File: config.mk
export PLATFORM = sky130hd
export DESIGN_NAME = seg_scan_driver_flat
export DESIGN_NICKNAME = d
export VERILOG_FILES = /design/src/rtl/seg_scan_driver_pkg.sv /design/src/rtl/seg_scan_driver_if.sv /design/src/rtl/seg_scan_driver_glyph.sv /design/src/rtl/seg_scan_driver.sv /design/src/flat_wrapper.sv
export SDC_FILE = /design/constraint.sdc
export NUM_CORES = 1
export LEC_CHECK = 0
export BUFFER_PORTS_ARGS = -buffer_cell sky130_fd_sc_hd__buf_2
export CORE_UTILIZATION = 30
export DETAILED_ROUTE_END_ITERATION = 7
export GPL_ROUTABILITY_DRIVEN = 0
export MAX_ROUTING_LAYER = met4
export SLEW_MARGIN = 10
export SYNTH_ARGS = -nofsm -noshare
export SYNTH_HDL_FRONTEND = slang
export SYNTH_SLANG_ARGS = --single-unit
File: constraint.sdc
create_clock -name clk -period 6.85 [get_ports clk]
set_clock_uncertainty 0.1 [all_clocks]
set_input_delay 1.0275 -clock clk [delete_from_list [all_inputs] [get_ports clk]]
set_output_delay 1.0275 -clock clk [all_outputs]
set_load 0.01 [all_outputs]
File: src/rtl/seg_scan_driver_pkg.sv
// seg_pkg: special digit codes and active-low glyph constants for the seven-segment scanner.
package seg_pkg;
  localparam logic [3:0] CODE_MINUS  = 4'd10;
  localparam logic [3:0] CODE_BLANK  = 4'd11;
  localparam logic [6:0] GLYPH_MINUS = 7'h3F;
  localparam logic [6:0] GLYPH_BLANK = 7'h7F;
  localparam logic [7:0] SEG_OFF     = 8'hFF;

  function automatic logic [6:0] hex_glyph(input logic [3:0] code);
    case (code)
      4'h0: hex_glyph = 7'h40;
      4'h1: hex_glyph = 7'h79;
      4'h2: hex_glyph = 7'h24;
      4'h3: hex_glyph = 7'h30;
      4'h4: hex_glyph = 7'h19;
      4'h5: hex_glyph = 7'h12;
      4'h6: hex_glyph = 7'h02;
      4'h7: hex_glyph = 7'h78;
      4'h8: hex_glyph = 7'h00;
      4'h9: hex_glyph = 7'h10;
      4'hA: hex_glyph = 7'h08;
      4'hB: hex_glyph = 7'h03;
      4'hC: hex_glyph = 7'h46;
      4'hD: hex_glyph = 7'h21;
      4'hE: hex_glyph = 7'h06;
      default: hex_glyph = 7'h0E;
    endcase
  endfunction
endpackage

File: src/rtl/seg_scan_driver_if.sv
// seg_scan_driver_if: CPU-side load port carrying packed digit nibbles, dots and display mode.
interface seg_scan_driver_if #(parameter int DIGITS = 8);
  logic                  load;
  logic [4*DIGITS-1:0]   data_in;
  logic [DIGITS-1:0]     dot_in;
  logic                  hex_mode;
  modport master (output load, data_in, dot_in, hex_mode);
  modport slave  (input  load, data_in, dot_in, hex_mode);
endinterface

File: src/rtl/seg_scan_driver_glyph.sv
// seg_glyph: maps a digit code plus mode, dot and blank flag to active-low {dp,g..a}.
module seg_glyph
  import seg_pkg::*;
(
  input  logic [3:0] code_i,
  input  logic       hex_i,
  input  logic       dot_i,
  input  logic       blank_i,
  output logic [7:0] seg_o
);
  logic [6:0] g;
  always_comb
    g = (hex_i || code_i < 4'd10) ? hex_glyph(code_i) :
        code_i == CODE_MINUS      ? GLYPH_MINUS :
        code_i == CODE_BLANK      ? GLYPH_BLANK : hex_glyph(4'd0);
  assign seg_o = blank_i ? SEG_OFF : {~dot_i, g};
endmodule

File: src/rtl/seg_scan_driver.sv
// seg_scan_driver: double-buffered multiplexed 7-seg scanner; SEG_LZ_SUPPRESS_EN enables leading-zero blanking.
module seg_scan_driver
  import seg_pkg::*;
#(
  parameter int DIGITS  = 8,
  parameter int CLK_DIV = 50000,
  parameter int DEAD    = 16
) (
  input  logic              clk,
  input  logic              rst_n,
  seg_scan_driver_if.slave  bus,
  output logic [7:0]        seg,
  output logic [DIGITS-1:0] an,
  output logic              frame_done
);
  localparam int PW = $clog2(CLK_DIV);
  localparam int IW = DIGITS > 1 ? $clog2(DIGITS) : 1;

  logic [PW-1:0]       presc_q, presc_d;
  logic [IW-1:0]       idx_q, idx_d;
  logic [4*DIGITS-1:0] pend_data_q, act_data_q, act_data_d;
  logic [DIGITS-1:0]   pend_dot_q, act_dot_q, act_dot_d, blank_q, blank_d;
  logic                pend_hex_q, act_hex_q, act_hex_d;
  logic                pend_valid_q, pend_valid_d, shown_q;
  logic [7:0]          seg_q, seg_d, glyph;
  logic [DIGITS-1:0]   an_q, an_d;
  logic                slot_end, wrap, commit, dark;

  assign slot_end = presc_q == PW'(CLK_DIV - 1);
  assign wrap     = slot_end && idx_q == IW'(DIGITS - 1);
  assign commit   = wrap && (bus.load || pend_valid_q);
  assign presc_d  = slot_end ? '0 : presc_q + 1'b1;
  assign idx_d    = wrap ? '0 : slot_end ? idx_q + 1'b1 : idx_q;
  assign pend_valid_d = wrap ? 1'b0 : bus.load ? 1'b1 : pend_valid_q;
  // a load landing on the frame boundary bypasses the pending buffer
  assign act_data_d = bus.load ? bus.data_in  : pend_data_q;
  assign act_dot_d  = bus.load ? bus.dot_in   : pend_dot_q;
  assign act_hex_d  = bus.load ? bus.hex_mode : pend_hex_q;

`ifdef SEG_LZ_SUPPRESS_EN
  always_comb begin
    logic keep;
    keep    = 1'b0;
    blank_d = '0;
    for (int i = DIGITS - 1; i > 0; i--) begin
      keep       = keep | (act_data_d[4*i +: 4] != 4'd0) | act_dot_d[i];
      blank_d[i] = ~keep & ~act_hex_d;
    end
  end
`else
  assign blank_d = '0;
`endif

  seg_glyph u_glyph (
    .code_i  (act_data_q[4*int'(idx_q) +: 4]),
    .hex_i   (act_hex_q),
    .dot_i   (act_dot_q[idx_q]),
    .blank_i (blank_q[idx_q]),
    .seg_o   (glyph)
  );

  assign dark  = !shown_q || presc_q < PW'(DEAD);
  assign seg_d = dark ? SEG_OFF : glyph;
  assign an_d  = dark ? '1 : ~(DIGITS'(1) << idx_q);

  always_ff @(posedge clk or negedge rst_n) begin
    if (!rst_n) begin
      presc_q      <= '0;
      idx_q        <= '0;
      pend_data_q  <= '0;
      pend_dot_q   <= '0;
      pend_hex_q   <= 1'b0;
      pend_valid_q <= 1'b0;
      act_data_q   <= '0;
      act_dot_q    <= '0;
      act_hex_q    <= 1'b0;
      blank_q      <= '0;
      shown_q      <= 1'b0;
      seg_q        <= SEG_OFF;
      an_q         <= '1;
    end else begin
      presc_q      <= presc_d;
      idx_q        <= idx_d;
      pend_valid_q <= pend_valid_d;
      seg_q        <= seg_d;
      an_q         <= an_d;
      if (bus.load) begin
        pend_data_q <= bus.data_in;
        pend_dot_q  <= bus.dot_in;
        pend_hex_q  <= bus.hex_mode;
      end
      if (commit) begin
        act_data_q <= act_data_d;
        act_dot_q  <= act_dot_d;
        act_hex_q  <= act_hex_d;
        blank_q    <= blank_d;
        shown_q    <= 1'b1;
      end
    end
  end

  assign seg        = seg_q;
  assign an         = an_q;
  assign frame_done = wrap;
endmodule

File: src/flat_wrapper.sv
// flat-port wrapper written by rule: the top's interface ports become plain ports
module seg_scan_driver_flat import seg_pkg::*;
#(
  parameter int DIGITS  = 8,
  parameter int CLK_DIV = 50000,
  parameter int DEAD    = 16
)
  (clk, rst_n, seg, an, frame_done, bus_load, bus_data_in, bus_dot_in, bus_hex_mode);
  seg_scan_driver_if #(.DIGITS(DIGITS)) bus_i ();
  input  logic clk;
  input  logic rst_n;
  output logic [7:0] seg;
  output logic [DIGITS-1:0] an;
  output logic frame_done;
  input wire logic [$bits(bus_i.load)-1:0] bus_load;
  input wire logic [$bits(bus_i.data_in)-1:0] bus_data_in;
  input wire logic [$bits(bus_i.dot_in)-1:0] bus_dot_in;
  input wire logic [$bits(bus_i.hex_mode)-1:0] bus_hex_mode;
  assign bus_i.load = bus_load;
  assign bus_i.data_in = bus_data_in;
  assign bus_i.dot_in = bus_dot_in;
  assign bus_i.hex_mode = bus_hex_mode;
  seg_scan_driver #(.DIGITS(DIGITS), .CLK_DIV(CLK_DIV), .DEAD(DEAD)) u_core (.clk(clk), .rst_n(rst_n), .bus(bus_i), .seg(seg), .an(an), .frame_done(frame_done));
endmodule
==> results of run 1 <==
==> cells in the final DEF (no fill, tap or decap), types with 2 or more instances in the layout <==
cell and n:
clkbuf_8 6, and2_1 4, and3_1 2, mux2_2 45, dfrtp_1 103, nand3_1 10
clkbuf_1 4, mux2i_1 3, inv_1 10, mux2_4 39, mux2i_4 3, nor2_1 16
mux4_2 10, clkinv_2 3, dfstp_2 16, buf_4 3, o211ai_1 3, buf_2 59
nand2_1 26, xnor2_1 7, nor4_1 3, xor2_1 7, nor3_1 4, nand4_1 2
o21ai_0 9, nand2b_1 3, clkbuf_16 17, a21oi_1 2, ha_1 13, nor2b_1 3
==> final cells by class <==
cell class,count,area (sq um)
Sequential cell,119,3000
Clock buffer,27,523
Clock inverter,3,15.0
Fill cell,1704,11000
Inverter,11,41.3
Tap cell,225,282
Multi-Input combinational cell,226,2230
Timing Repair Buffer,62,318
==> kinds of logic after synthesis <==
logic type | share of synthesized area (%)
flip-flops | 55.8
buffers and inverters | 2.68
multiplexers | 26.3
AND/OR/NAND/NOR | 7.38
adder cells (fa/ha/maj) | 3.03
AO/OA/AOI/OAI | 2.49
XOR/XNOR | 2.28
==> metrics by stage <==
| stage | cells | utilization (%) | hold WS (ns) | power [uW] | instance area, sq um |
|---|---|---|---|---|---|
| after global placement | 643 | 33.7 | 0.338 | 815 | 5870 |
| final | 673 | 36.8 | 0.375 | 1600 | 6410 |
| after CTS | 673 | 36.8 | 0.378 | 1630 | 6410 |
| after global routing | 673 | 36.8 | 0.395 | 1670 | 6410 |
| after detailed placement | 643 | 33.7 | 0.371 | 817 | 5870 |
| after floorplan | 371 | - | 0.325 | 779 | 5370 |
==> power by group <==
part           internal, uW  leakage, uW  switching, uW
Combinational          32.4      0.00125           36.6
Sequential              729      0.00149           5.61
Clock                   514     0.000269            287
Total                  1270      0.00302            330
==> layer usage <==
layer  up-vias  part of all wire (%)  GRT usage (%)  routed length, microns
li1       1431                     -              -                       -
met1      1568                    49           17.1                    5030
met2        62                    45           18.3                    4620
met3         9                   4.4           4.70                     445
met4         0                   1.1           4.43                     116
met5         -                     0              -                       0
==> final timing paths <==
path / start / to / slack, ns
min: u_core.presc_q[0] / u_core.presc_q[0] / 0.37
max: u_core.idx_q[0] / frame_done / 3.46
min in group asynchronous: rst_n / u_core.pend_data_q[20] / 0.54
min reg2reg: u_core.presc_q[0] / u_core.presc_q[0] / 0.37
max reg2reg: u_core.idx_q[0] / u_core.seg[3] / 3.60
max in group asynchronous: rst_n / u_core.presc_q[5] / 4.80
==> worst max-delay path: stages, from the launching register on <==
cell	delay (ns)
dfrtp_1	0.86
ha_1	0.31
ha_1	0.32
and2_1	0.23
buf_2	0.15
==> registers in the layout, summed over array words and instances, names as in the netlist, 3 cells and up <==
register / count
u_core.act_data_q: 32
u_core.act_dot_q: 8
u_core.an: 8
u_core.idx_q: 3
u_core.pend_data_q: 32
u_core.pend_dot_q: 8
u_core.presc_q: 16
u_core.seg: 8
==> out/summary.txt, run 1 <==
Max-Cap Viols = 0
Worst setup SP type = flip-flop
Max VDD drop = 0.198 mV
Detailed Route WL = 10.2 mm
Pre-Repair DR Iteration Count = 4
PnR worst setup slack = 3.46 ns
pwr dens = 250 nW/um^2
DR WL/cell = 15.2 microns
postcts setup bufs = 0
Area Growth Syn to Fin = 19.3%
IO buf count = 60
Num CTS Buffers = 17
Worst-Skew Late Latency = 0.40 ns
synth warn = 0
ys async rst share = 100%
placed wire-length estimate = 6.77 mm
fin nets = 494
crit end category = output port
setup TNS = 0 ns
number of nets still failing antenna checks after routing = 0
Yosys top cell area share = 48.0%
vias in the first global route = 3260
layout cells sized above 1 = 45.8%
number of synthesized flops with an enable pin = 0
hold path depth = 1
clock tree from TritonCTS = done
Post-Syn Area = 5370 sq um
cells after synthesis = 371
top post-synthesis cells by area = dfrtp_1 (48%), mux2_4 (11%), mux2_2 (9.4%)
Clock Tree Buf Depth = 2
syn_nets = 428
unrepaired setup endpoints after global routing = no
cell row count = 48
Post-synth top cells = dfrtp_1 (103), mux2_2 (45), mux2_4 (39)
final hold viol count = 0
Starting Density = 30.8%
die area = 18400 sq um
crit-path max FO = 14
CP required = 5.72 ns
Congestion Overflow GR = 0
Final Max Slew Viols = 0
Worst-path clk slew = 0.05 ns
Leakage = 0.00302 uW
sequential element share of the synthesized area = 55.8%
Die Width = 136 microns
largest net degree at the start of global routing = 71
Final setup viols = 0
CORE AREA = 17400 sq um
Seq cells post-synth = 119
Yosys cell types = 42
FMAX = 0.295 GHz
post-cts resize count = 0
worst slack, placed = 3.56 ns
initial antenna violation count = 0
CP arrival = 2.26 ns
Crit Path Class = reg -> out
# H-tree levels = 4
Detailed Route Iter0 Violations = 164
Overall Global Routing Usage = 13.0%
Final min period = 3.39 ns
fin crit share = 49.4%
count leader, synth = dfrtp_1
status = finished, final reports clean
Post-CTS Hold Buffers = 0
Root Buffer = clkbuf_16
Die Ht = 136 microns
Avg Cell Area, Syn = 14.5 sq um
min-delay worst type = reg -> reg
n_diodes = 0
Synth area leader = dfrtp_1
clock sink count = 119
DRC viols = 0
first-pass GRT wire length = 17.4 mm
io pins = 61
top_reg_cell synth = dfrtp_1
FF-to-FF path depth = 7
routed vias = 3070
Worst slew margin = 41.2%
DR vias/cell = 4.56
Least-Margin Pin Slew = 0.882 ns
Note: power is estimated with default switching activity, not from simulation.
==> run 2, diff against run 1 <==
Clock period 6.85 ns to 2.8 ns, I/O delays scaled along.
==> out/summary.txt, run 2 (synthesis results as in run 1) <==
Starting Density = 30.8% (unchanged)
routed vias = 3056 (-0.46%)
Crit Path Class = reg -> out
Final setup viols = 0 (unchanged)
largest net degree at the start of global routing = 50 (-30%)
Clock Tree Buf Depth = 2 (unchanged)
fin nets = 502 (+1.6%)
n_diodes = 0 (unchanged)
PnR worst setup slack = 0.324 ns (-3.14 ns)
Finished Layout Cells = 683 (+1.5%)
io pins = 61 (unchanged)
status = finished, final reports clean
CP arrival = 1.96 ns (-0.30 ns)
Detailed Route WL = 10.3 mm (+1.1%)
IO buf count = 60 (unchanged)
Area Growth Syn to Fin = 22.2%
initial antenna violation count = 0 (unchanged)
Die Width = 136 microns (unchanged)
Detailed Route Iter0 Violations = 212 (+29%)
switching power total = 874 uW (+170%)
Leakage = 0.00309 uW (+2.4%)
DR vias/cell = 4.47 (-1.9%)
die area = 18400 sq um (unchanged)
Worst-Skew Late Latency = 0.41 ns (about the same)
clock sink count = 119 (unchanged)
Cell Chain, Critical Path = buf_4 > ha_1 > ha_1 > and2_1 > buf_2
Worst setup SP type = flip-flop
Max VDD drop = 0.460 mV (+130%)
Comb power frac = 4.2% (about the same)
vias in the first global route = 3243 (-0.52%)
clock tree from TritonCTS = done
Congestion Overflow GR = 0 (unchanged)
unrepaired setup endpoints after global routing = no
Seq pwr share = 42.9% (-2.9 points)
worst hold slack = 0.158 ns (-0.217 ns)
switch share = 20.9% (+0.37 points)
layout cells sized above 1 = 47.6% (+1.8 points)
Least-Margin Pin Slew = 0.622 ns (-0.260 ns)
placed wire-length estimate = 7.22 mm (+6.7%)
worst slack, placed = 0.250 ns (-3.31 ns)
Max-Cap Viols = 0 (unchanged)
top flop regs = u_core.act_data_q (32), u_core.pend_data_q (32), u_core.presc_q (16)
CORE AREA = 17400 sq um (unchanged)
DRC viols = 0 (unchanged)
Pre-Repair DR Iteration Count = 4 (unchanged)
crit end category = output port
Final min period = 2.48 ns
most frequent cells in the layout = dfrtp_1 (102), buf_2 (59), mux2_2 (45)
Worst-path clk slew = 0.05 ns (about the same)
Worst slew margin = 58.6% (+17 points)
Die Ht = 136 microns (unchanged)
final hold viol count = 0 (unchanged)
hold path depth = 2 (+1)
crit-path max FO = 7 (-7)
internal power = 3310 uW (+160%)
Overall Global Routing Usage = 13.2% (+0.15 points)
FF-to-FF path depth = 8 (+1)
FMAX = 0.404 GHz
min-delay worst type = in -> reg
# H-tree levels = 4 (unchanged)
Root Buffer = clkbuf_16
Final Max Slew Viols = 0 (unchanged)
final core occ = 37.7% (+0.91 points)
CP peak stage delay = 0.46 ns (-0.40 ns)
commonest non-fill, non-tap cell in the layout = dfrtp_1
slowest cell on the critical path = dfrtp_2
fin crit share = 88.4%
Num CTS Buffers = 17 (unchanged)
CP required = 2.28 ns (-3.44 ns)
pwr dens = 637 nW/um^2 (+150%)
DP Cell Count = 650 (+1.1%)
clock power share = 52.8% (+2.9 points)
number of nets still failing antenna checks after routing = 0 (unchanged)
setup TNS = 0 ns (unchanged)
first-pass GRT wire length = 17.4 mm (+0.40%)
DR WL/cell = 15.1 microns (-0.40%)
CP dominant cell by count = ha_1
cell row count = 48 (unchanged)
## run 2: cell count changes in the layout (fill, tap and decap cells not counted), sizes merged
cell,before,now
buf,62,69
clkbuf,27,20
bufinv,0,3
clkinvlp,0,3
clkinv,3,5
dlygate4sd3,0,1
inv,11,12
## run 2: critical path: cells and delay by family, from the launching register on
kind	cells	cell delay, ns
simple gates	1	0.22
fa+ha+maj	2	0.52
flops	1	0.46
buf+inv	2	0.35
## run 2: repair_timing
item                       CTS  global route
setup endpoints to repair    0             2
setup buffers                0             0
hold endpoints to repair    35             0
resized for setup            0             1
hold buffers                 1             0
## run 2: layout make-up
type | instances | area (sq um)
clock buffer | 20 | 457
clock inverter | 12 | 150
inverter | 11 | 41.3
tap | 225 | 282
fill | 1657 | 10900
timing repair buffer | 70 | 405
sequential | 119 | 3000
multi-input combinational | 226 | 2230
## run 2: path summary, 6_finish.rpt
| check | start | to | slack (ns) |
|---|---|---|---|
| max | u_core.idx_q[0] | frame_done | 0.32 |
| min | bus_dot_in[7] | u_core.pend_dot_q[7] | 0.16 |
| max reg2reg | u_core.idx_q[0] | u_core.seg[0] | 0.33 |
| min reg2reg | u_core.presc_q[0] | u_core.presc_q[0] | 0.36 |
| max in group asynchronous | rst_n | u_core.an[7] | 1.32 |
| min in group asynchronous | rst_n | u_core.pend_data_q[6] | 0.48 |
## run 2: through the flow
stage | cell area (sq um) | total power, uW
floorplan | 5370 | 1900
global route | 6570 | 4350
global placement | 5950 | 2000
CTS | 6560 | 4240
finish | 6570 | 4180
detailed placement | 5950 | 2000
## run 2: power groups by stage
stage / clock, uW / sequential, uW / combinational [uW]
6_report: 2210 / 1790 / 176
5_1_grt: 2350 / 1800 / 198
4_1_cts: 2260 / 1800 / 183
3_5_place_dp: 0 / 1820 / 180
3_3_place_gp: 0 / 1820 / 177
2_1_floorplan: 0 / 1820 / 86.0
## run 2: per-layer routing
metal / global-route usage, % / share of wire (%)
met4: 5.56 / 1.6
met3: 4.51 / 4.4
met5: - / 0
met1: 17.6 / 51
met2: 17.9 / 43
==> run 3, diff against run 2 <==
--- a/constraint.sdc
+++ b/constraint.sdc
@@ -4,2 +4,2 @@
 set_output_delay 0.42 -clock clk [all_outputs]
-set_load 0.01 [all_outputs]
+set_load 0.1 [all_outputs]
==> out/summary.txt, run 3 (synthesis results as in run 1) <==
Detailed Route WL = 10.4 mm (+1.1%)
initial antenna violation count = 0 (unchanged)
largest net degree at the start of global routing = 50 (unchanged)
most frequent cells in the layout = dfrtp_1 (102), buf_2 (58), mux2_2 (45)
Worst setup SP type = flip-flop
CP arrival = 2.02 ns (+0.06 ns)
clock sink count = 119 (unchanged)
fin crit share = 90.7% (+2.3 points)
post-route cell area = 6640 sq um (+1.1%)
layout cells sized above 1 = 47.8% (+0.22 points)
crit-path max FO = 5 (-2)
Leakage = 0.00312 uW (+0.93%)
Post-DP Area = 5960 sq um (+0.25%)
overall power = 4370 uW (+4.6%)
vias in the first global route = 3318 (+2.3%)
FMAX = 0.394 GHz (-2.5%)
Worst slew margin = 57.2% (-1.4 points)
CP peak stage delay = 0.42 ns (-0.04 ns)
commonest non-fill, non-tap cell in the layout = dfrtp_1
status = finished, final reports clean
Starting Density = 30.8% (unchanged)
Root Buffer = clkbuf_16
Pre-Repair DR Iteration Count = 4 (unchanged)
placed wire-length estimate = 7.30 mm (+0.98%)
Die Width = 136 microns (unchanged)
Final Max Slew Viols = 0 (unchanged)
met3 wire length = 395 microns (-13%)
Worst-Skew Late Latency = 0.41 ns (about the same)
crit end category = output port
final hold viol count = 0 (unchanged)
top flop regs = u_core.act_data_q (32), u_core.pend_data_q (32), u_core.presc_q (16)
DRC viols = 0 (unchanged)
io pins = 61 (unchanged)
DR WL/cell = 15.3 microns (+1.1%)
Area Growth Syn to Fin = 23.5%
clock tree from TritonCTS = done
PnR worst setup slack = 0.260 ns (-0.0636 ns)
Top Layer Used = met4
routed vias = 3089 (+1.1%)
CORE AREA = 17400 sq um (unchanged)
first-pass GRT wire length = 17.4 mm (-0.12%)
Num CTS Buffers = 17 (unchanged)
Least-Margin Pin Slew = 0.643 ns (+0.0209 ns)
die area = 18400 sq um (unchanged)
Worst-path clk slew = 0.05 ns (about the same)
metal2 WL = 4.69 mm (+4.7%)
CP required = 2.28 ns (about the same)
Max-Cap Viols = 0 (unchanged)
unrepaired setup endpoints after global routing = no
Overall Global Routing Usage = 13.1% (-0.028 points)
CP dominant cell by count = nor4_1
Final min period = 2.54 ns (+0.0636 ns)
setup TNS = 0 ns (unchanged)
Congestion Overflow GR = 0 (unchanged)
Die Ht = 136 microns (unchanged)
slowest cell on the critical path = dfrtp_1
number of nets still failing antenna checks after routing = 0 (unchanged)
cell row count = 48 (unchanged)
min-delay worst type = in -> reg
Detailed Route Iter0 Violations = 137 (-35%)
# H-tree levels = 4 (unchanged)
Cell Chain, Critical Path = nor4_1 > nand2_1 > nor4_1 > and2_1 > buf_12
postcts setup bufs = 0 (unchanged)
Final setup viols = 0 (unchanged)
WL met1 = 5.23 mm (about the same)
Clock Tree Buf Depth = 2 (unchanged)
DR vias/cell = 4.52 (+1.1%)
Crit Path Class = reg -> out
n_diodes = 0 (unchanged)
FILL cells = 1680 (+1.4%)
worst slack, placed = 0.183 ns (-0.0675 ns)
Max VDD drop = 0.455 mV (-1.2%)
IO buf count = 60 (unchanged)
pwr dens = 659 nW/um^2 (+3.4%)
fin nets = 502 (unchanged)
==> run 3: changes by cell type in the layout (fill, tap and decap cells not counted) <==
cell and delta:
buf_12 +1, bufinv_16 +2, clkinv_2 -1, clkinv_4 -1, buf_2 -1, clkbuf_1 -1
clkbuf_8 +1
==> run 3: stage by stage <==
stage / cells / hold WS, ns / utilization (%)
finish: 683 / 0.160 / 38.1
global route: 683 / 0.147 / 38.1
CTS: 683 / 0.145 / 38.1
detailed placement: 650 / 0.351 / 34.2
global placement: 650 / 0.337 / 34.2
floorplan: 371 / 0.0244 / -
==> run 3: cell type report <==
type	count	area [sq um]	share of cell area [%]
Tap cell	225	282	4.24
Multi-Input combinational cell	226	2230	33.6
Clock inverter	12	196	2.96
Timing Repair Buffer	70	420	6.33
Clock buffer	20	467	7.03
Inverter	11	41.3	0.622
Sequential cell	119	3000	45.2
==> run 3: what timing repair did <==
action                                 in CTS  in global routing
hold buffers                                1                  0
setup endpoints to repair                   0                  2
resized for setup                           0                  1
endpoints found under the hold margin      35                  0
==> run 3: worst max-delay path, delay by kind of cell, from the launching register on <==
kind	cells	cell delay, ns
buf+inv	1	0.20
simple gates	4	0.99
flops	1	0.42
==> run 3: report_power, final <==
part | leakage (uW) | switching, uW | internal (uW)
sequential | 0.00149 | 14.3 | 1780
clock | 0.000318 | 753 | 1650
combinational | 0.00130 | 92.6 | 83.1
==> run 3: layer usage <==
metal | up-vias | track usage (%)
li1 | 1452 | -
met1 | 1558 | 16.8
met2 | 71 | 19.1
met3 | 8 | 4.06
met4 | 0 | 5.62
met5 | - | -
==> run 3: worst paths after layout <==
| kind | start | endpoint | slack (ns) | cells after the start |
|---|---|---|---|---|
| min in group asynchronous | rst_n | u_core.pend_data_q[13] | 0.49 | 2 |
| setup reg to reg | u_core.idx_q[0] | u_core.seg[4] | 0.29 | 9 |
| max in group asynchronous | rst_n | u_core.an[7] | 1.31 | 3 |
| hold reg to reg | u_core.presc_q[0] | u_core.presc_q[0] | 0.36 | 1 |
| setup / recovery | u_core.presc_q[11] | frame_done | 0.26 | 5 |
| hold / removal | bus_dot_in[7] | u_core.pend_dot_q[7] | 0.16 | 2 |
